### src/rtl/result_seg_display.sv
// ALU result latch driving a 4-digit multiplexed common-anode 7-segment display.
// Optional macro NEG_BLINK_EN blanks the display at a slow rate while flag_ng is set.
module result_seg_display #(
  parameter int DIGIT_TICKS = 100000,
  parameter int BLINK_TICKS = 25000000
) (
  input  logic        clk,
  input  logic        rst_n,
  input  logic        load,
  input  logic        hold,
  input  logic [15:0] data,
  input  logic        zr,
  input  logic        ng,
  output logic [15:0] shown,
  output logic        flag_zr,
  output logic        flag_ng,
  output logic [3:0]  an,
  output logic [6:0]  seg
);

  localparam int TW = (DIGIT_TICKS > 1) ? $clog2(DIGIT_TICKS) : 1;
  localparam logic [TW-1:0] TICK_MAX = TW'(DIGIT_TICKS - 1);

  logic [TW-1:0] tick_q, tick_d;
  logic [1:0]    idx_q, idx_d;
  logic [15:0]   shown_q, shown_d;
  logic          zr_q, zr_d;
  logic          ng_q, ng_d;
  logic [3:0]    an_q, an_d;
  logic [6:0]    seg_q, seg_d;
  logic          cap;
  logic          blank;

  assign cap = load & ~hold;

  function automatic logic [6:0] font(input logic [3:0] n);
    logic [6:0] f;
    unique case (n)
      4'h0: f = 7'b1000000;
      4'h1: f = 7'b1111001;
      4'h2: f = 7'b0100100;
      4'h3: f = 7'b0110000;
      4'h4: f = 7'b0011001;
      4'h5: f = 7'b0010010;
      4'h6: f = 7'b0000010;
      4'h7: f = 7'b1111000;
      4'h8: f = 7'b0000000;
      4'h9: f = 7'b0010000;
      4'hA: f = 7'b0001000;
      4'hB: f = 7'b0000011;
      4'hC: f = 7'b1000110;
      4'hD: f = 7'b0100001;
      4'hE: f = 7'b0000110;
      default: f = 7'b0001110;
    endcase
    return f;
  endfunction

  always_comb begin
    tick_d  = tick_q + TW'(1);
    idx_d   = idx_q;
    shown_d = shown_q;
    zr_d    = zr_q;
    ng_d    = ng_q;
    if (tick_q == TICK_MAX) begin
      tick_d = '0;
      idx_d  = idx_q + 2'd1;
    end
    if (cap) begin
      shown_d = data;
      zr_d    = zr;
      ng_d    = ng;
    end
    // Outputs lag the scan index by one cycle.
    an_d  = ~(4'b0001 << idx_q);
    seg_d = font(shown_q[{idx_q, 2'b00} +: 4]);
  end

  always_ff @(posedge clk or negedge rst_n) begin
    if (!rst_n) begin
      tick_q  <= '0;
      idx_q   <= '0;
      shown_q <= '0;
      zr_q    <= 1'b0;
      ng_q    <= 1'b0;
      an_q    <= 4'b1111;
      seg_q   <= 7'b1111111;
    end else begin
      tick_q  <= tick_d;
      idx_q   <= idx_d;
      shown_q <= shown_d;
      zr_q    <= zr_d;
      ng_q    <= ng_d;
      an_q    <= an_d;
      seg_q   <= seg_d;
    end
  end

`ifdef NEG_BLINK_EN
  localparam int BW = (BLINK_TICKS > 1) ? $clog2(BLINK_TICKS) : 1;
  localparam logic [BW-1:0] BLINK_MAX = BW'(BLINK_TICKS - 1);

  logic [BW-1:0] bcnt_q, bcnt_d;
  logic          phase_q, phase_d;

  always_comb begin
    bcnt_d  = bcnt_q + BW'(1);
    phase_d = phase_q;
    if (cap) begin
      bcnt_d  = '0;
      phase_d = 1'b0;
    end else if (bcnt_q == BLINK_MAX) begin
      bcnt_d  = '0;
      phase_d = ~phase_q;
    end
  end

  always_ff @(posedge clk or negedge rst_n) begin
    if (!rst_n) begin
      bcnt_q  <= '0;
      phase_q <= 1'b0;
    end else begin
      bcnt_q  <= bcnt_d;
      phase_q <= phase_d;
    end
  end

  assign blank = ng_q & phase_q;
`else
  assign blank = 1'b0 & (BLINK_TICKS > 0);
`endif

  assign shown   = shown_q;
  assign flag_zr = zr_q;
  assign flag_ng = ng_q;
  assign an      = an_q | {4{blank}};
  assign seg     = seg_q;

endmodule

### config.mk
export PLATFORM = sky130hd
export DESIGN_NAME = result_seg_display
export DESIGN_NICKNAME = d
export VERILOG_FILES = /design/src/rtl/result_seg_display.sv
export SDC_FILE = /design/constraint.sdc
export NUM_CORES = 1
export LEC_CHECK = 0
export ABC_AREA = 1
export BUFFER_PORTS_ARGS = -buffer_cell sky130_fd_sc_hd__buf_2
export CAP_MARGIN = 20
export CORE_MARGIN = 2
export CORE_UTILIZATION = 50
export CTS_BUF_LIST = sky130_fd_sc_hd__clkbuf_4 sky130_fd_sc_hd__clkbuf_8 sky130_fd_sc_hd__clkbuf_16
export CTS_CLUSTER_SIZE = 30
export DETAILED_ROUTE_END_ITERATION = 16
export PLACE_DENSITY = 0.74
export SYNTH_ARGS = -nofsm -noshare
export SYNTH_HDL_FRONTEND = slang
export SYNTH_SLANG_ARGS = --single-unit
### constraint.sdc
create_clock -name clk -period 1.8 [get_ports clk]
set_input_delay 0.18 -clock clk [delete_from_list [all_inputs] [get_ports clk]]
set_output_delay 0.18 -clock clk [all_outputs]
set_load 0.01 [all_outputs]
# Word level (Yosys, flattened, before mapping)
# Memory sizes are Yosys's and may differ from the RTL's. A register that Yosys moved wholly into a read port is not among the register bits.
# Index checks and enable logic that the tools add are counted.
[totals]
ff_bits = 41
mem_bits_ro = 112
in_bits = 22
wordCells = 17
mem_count = 1
[mem_list]
columns = ["name", "words", "word_bits", "read_ports", "rd_ports_with_merged_regs", "wr", "line_no", "source"]
rows = [
  ["(name not given)", 16, 7, 1, 1, 0, "38", "unique case (n)"],
]
[classes]
n_addsub = 2
n_eq_ne = 1
shifts = 2
n_mux = 1
bitwise_logic = 3
n_reduce_logical = 1
[ops]
columns = ["cell", "count"]
rows = [
  ["$add 17x1->17 const B", 1],
  ["$eq 17x17->1 const B", 1],
  ["$mux 17", 1],
  ["$shiftx 16x5->4", 1],
  ["$not 4->4", 1],
  ["$shl 1x2->4 const A", 1],
  ["$add 2x1->2 const B", 1],
  ["$and 1x1->1", 1],
  ["$logic_not 1->1", 1],
  ["$not 1->1", 1],
]

# Logic depth before layout (Yosys ltp)
[logic_depth]
word_depth = 2
ltp_mapped = 10

# Worst setup path after synthesis
# No wires, ideal clock.
[synth_timing]
kind = "register -> register"
startpoint = "register idx_q[1]"
endpoint = "register seg_q[5] (netlist: seg[5])"
setup_time_ns = 0.076
arrival_time_ns = 1.406
required_ns = 1.724
setup_slack_ns = 0.319
path_stages_with_launch = 10
path_buffers = 0
period_less_slack_ns = 1.481
path_cell_list = "dfrtp_1 inv_2 nand3_1 nand2_1 inv_1 ha_1 nand3_1 nand2_1 nand2_1 nand2_1"
[synth_via]
elab_chain_len = 1
[synth_rtl]
columns = ["element", "line_no", "source"]
rows = [
  ["start: declaration", "25", "logic [1:0] idx_q, idx_d;"],
  ["start signal: assignment", "90", "idx_q <= idx_d;"],
  ["$shiftx 16x5->4", "76", "seg_d = font(shown_q[{idx_q, 2'b00} +: 4]);"],
  ["end: declaration", "30", "logic [6:0] seg_q, seg_d;"],
]
# Every way passes these cells.
# A chain may end at the register's enable or synchronous reset.

# Worst setup path in the final report
[layout_timing]
startpoint = "register idx_q[1]"
endpoint = "register seg_q[6] (netlist: seg[6])"
# The elaborated chain is that of the path after synthesis.

==> impl_metrics.csv <==
group,metric,value,unit
status,status,"completed",
clock_tree,cts_tree,"yes",
global_route,first_global_vias,1831,
power,peakVddDrop,0.0005482,V
synth,synth_warnings,0,
floorplanning,fp-row-count,25,
setup_path,required,2.04,ns
detailed_routing,via_per_inst,4.848,
detailed_routing,first_pass_iters,4,
place,gp_congestion,0.8422,
global_route,grt_max_degree,27,
detailed_routing,first_iter_violations,85,
power,power.density,836.3,mW/mm²
clock_tree,cts_buffers,5,
clock_tree,clockBufferDepth,2,
detailed_routing,ant_nets,0,
setup_path,crit_fanout,7,
finish,fill_cells,411,
setup_path,worstPathArrival,1.81,ns
synth,synth_mux_area_share,7.716,%
setup_path,cp_slowest_cell,"dfrtp_1",
sta,hold_violations,0,
sta,tns,0,ns
sta,rsz0062_at_grt,"false",
finish,syn_to_final_growth,19.52,%
synth,synthTopCellsByArea,"dfrtp_1 37%, nand2_1 12%, dfstp_2 12%, mux2_2 7.7%, ha_1 5.5%",
detailed_routing,wirelength,4620,µm
setup_path,path_class,"reg -> reg",
setup_path,cp_common_cell,"nand2_1",
clock_tree,htreeDepth,2,
finish,layout-drive-gt1-share,31.09,%
setup_path,reg2reg_slack,0.23,ns
clock_tree,cts_root_buf,"clkbuf_8",
floorplanning,io_pins,51,
finish,antennaDiodeCount,0,
synth,yosysMostFrequentCell,"nand2_1",
synth,synth_edf_count,0,
sta,finalCritPeriodShare,87.07,%
setup_path,cp-end-kind,"flop",
sta,period_needed,1.567,ns
synth,synth_top_area_share,37.32,%
sta,maxClockFrequency,638.1,MHz
synth,synth.distinct_cells,23,
synth,syn_area,0.002481,mm²
run,drv_cap,0,
global_route,grt_antenna_before_repair,0,
power,p_leak,1.526,nW
finish,layout.nets,373,
synth,synth-seq-cells,48,
synth,postSynthAreaPerCell,8.830,µm²
finish,regArea,0.001216,mm²
sta,slew_violations,0,
synth,synth_cells,281,
floorplanning,die_h,74.45,µm
clock_tree,clock_sinks,48,
clock_tree,cts_setup_buffers,0,
floorplanning,dieArea,0.005542,mm²
synth,synthXorXnorAreaFrac,2.118,%
floorplanning,start_util,52.18,%
global_route,grt_first_pass_wirelength,8217,µm
synth,yosysTopAreaCell,"dfrtp_1",
sta,slew_headroom,66.35,%
place,port_buffers,50,
synth,synth_fp_nets,314,
synth,synth_top_family_by_area,"simple AND/OR/NAND/NOR gates",
floorplanning,core_area,0.004755,mm²
detailed_routing,vias,1978,
synth,synth_ff_type,"dfrtp_1",
synth,synth_common_cells,"78 x nand2_1, 37 x dfrtp_1, 33 x nor2_1",
sta,worstMarginPinSlew,0.5047,ns
synth,synth_compound_area_share,1.866,%
global_route,overflow,0,
setup_path,crit_chain,"inv_2 > nand3_1 > nand2_2 > inv_1 > ha_1 > nand3_1 > nand2_1 > nand2_1 > nand2_1",
floorplanning,die_w,74.45,µm
setup_path,critPathBufInv,2,
clock_tree,clk_pin_slew_worst_paths,0.08,ns
place,hpwl,3656,µm
synth,synth_simple_gate_area_share,27.84,%
detailed_routing,post-route-drc-count,0,
global_route,grtUsageTotal,19.13,%
synth,synthAdderAreaFrac,5.547,%
finish,fin_util,62.37,%
detailed_routing,wire_per_inst,11.32,µm
sta,setup_viol,0,
synth,yosysSeqAreaShare,48.97,%
clock_tree,insertion_delay,0.30,ns
setup_path,slowest_delay,0.46,ns
hold_path,hp-class,"in -> reg",
sta,finClkSkew,0.003283,ns
finish,multi_input_area,0.001121,mm²
synth,async_reset_ff_share,100.0,%
setup_path,cp-start-kind,"flop",
setup_path,critPathTopFamily,"simple AND/OR/NAND/NOR gates",
-- layout make-up --
cell class / instances / area share [%]
clock inverter: 3 / 1.435
multi-input combinational: 195 / 37.81
sequential: 48 / 41.01
timing repair buffer: 54 / 9.958
inverter: 36 / 4.641
clock buffer: 5 / 2.321
tap: 67 / 2.827
-- cells by family after synthesis --
logic type,after synthesis
XOR/XNOR,6
multiplexers,17
adder cells (fa/ha/maj),11
flip-flops,48
AND/OR/NAND/NOR,154
AO/OA/AOI/OAI,7
buffers and inverters,38
-- layout by cell type (no fill, tap or decap), drive strengths merged --
master	instances
inv	36
nor2	34
clkinvlp	1
nand4	6
xnor2	1
a21oi	2
nor3	2
bufinv	1
nand2	82
nand3	30
xor2	5
mux2	17
o21ai	5
dlygate4sd3	1
clkinv	1
dfstp	11
dfrtp	37
buf	53
ha	11
clkbuf	5
-- worst register-to-register path, cell delays in order (launching register included) --
cell and delay, ns:
dfrtp_1 0.46, inv_2 0.18, nand3_1 0.12, nand2_2 0.14, inv_1 0.10, ha_1 0.21
nand3_1 0.12, nand2_1 0.08, nand2_1 0.06, nand2_1 0.05
-- stage by stage --
step	hold slack, ns	worst slack, ns	instances	power (mW)	instance area (µm²)
floorplan	-0.1156	0.3187	281	1.549	2481
global placement	0.1879	0.2505	399	1.737	2838
detailed placement	0.1806	0.1440	399	1.745	2838
CTS	0.09963	0.1126	408	2.505	2959
global route	0.09466	0.06680	408	2.624	2965
finish	0.1045	0.2328	408	2.480	2965
-- repair_timing --
item / CTS / global route
endpoints found under the hold margin: 12 / 0
endpoints found under the setup margin: 0 / 4
resized for setup: 0 / 3
hold buffers: 1 / 0
-- state kept, by name, summed over array words and instances (netlist names) --
signal   count
idx_q        2
flag_ng      1
tick_q      17
seg          7
flag_zr      1
shown       16
an           4
-- metal layers --
| layer | up-vias | wire length, µm | GRT usage [%] |
|---|---|---|---|
| met5 | - | 0 | 0 |
| met4 | 0 | 66 | 6.349 |
| met3 | 7 | 179 | 4.065 |
| met2 | 46 | 2047 | 28.12 |
| met1 | 914 | 2327 | 28.30 |
| li1 | 1011 | - | - |
-- final timing paths --
| kind | to | from | cells past startpoint |
|---|---|---|---|
| max | seg[6] | idx_q[1] | 9 |
| min | shown[14] | data[14] | 2 |
| max reg2reg | seg[6] | idx_q[1] | 9 |
| min in group asynchronous | tick_q[0] | rst_n | 2 |
| min reg2reg | tick_q[0] | tick_q[0] | 1 |
| max in group asynchronous | seg[0] | rst_n | 3 |
-- power breakdown --
group	total [mW]	internal, mW	switching (mW)
logic	0.469	0.204	0.266
registers	1.25	1.20	0.0547
clock network	0.757	0.411	0.346
total	2.48	1.81	0.667
No activity file was read; power rests on OpenSTA's default activity.
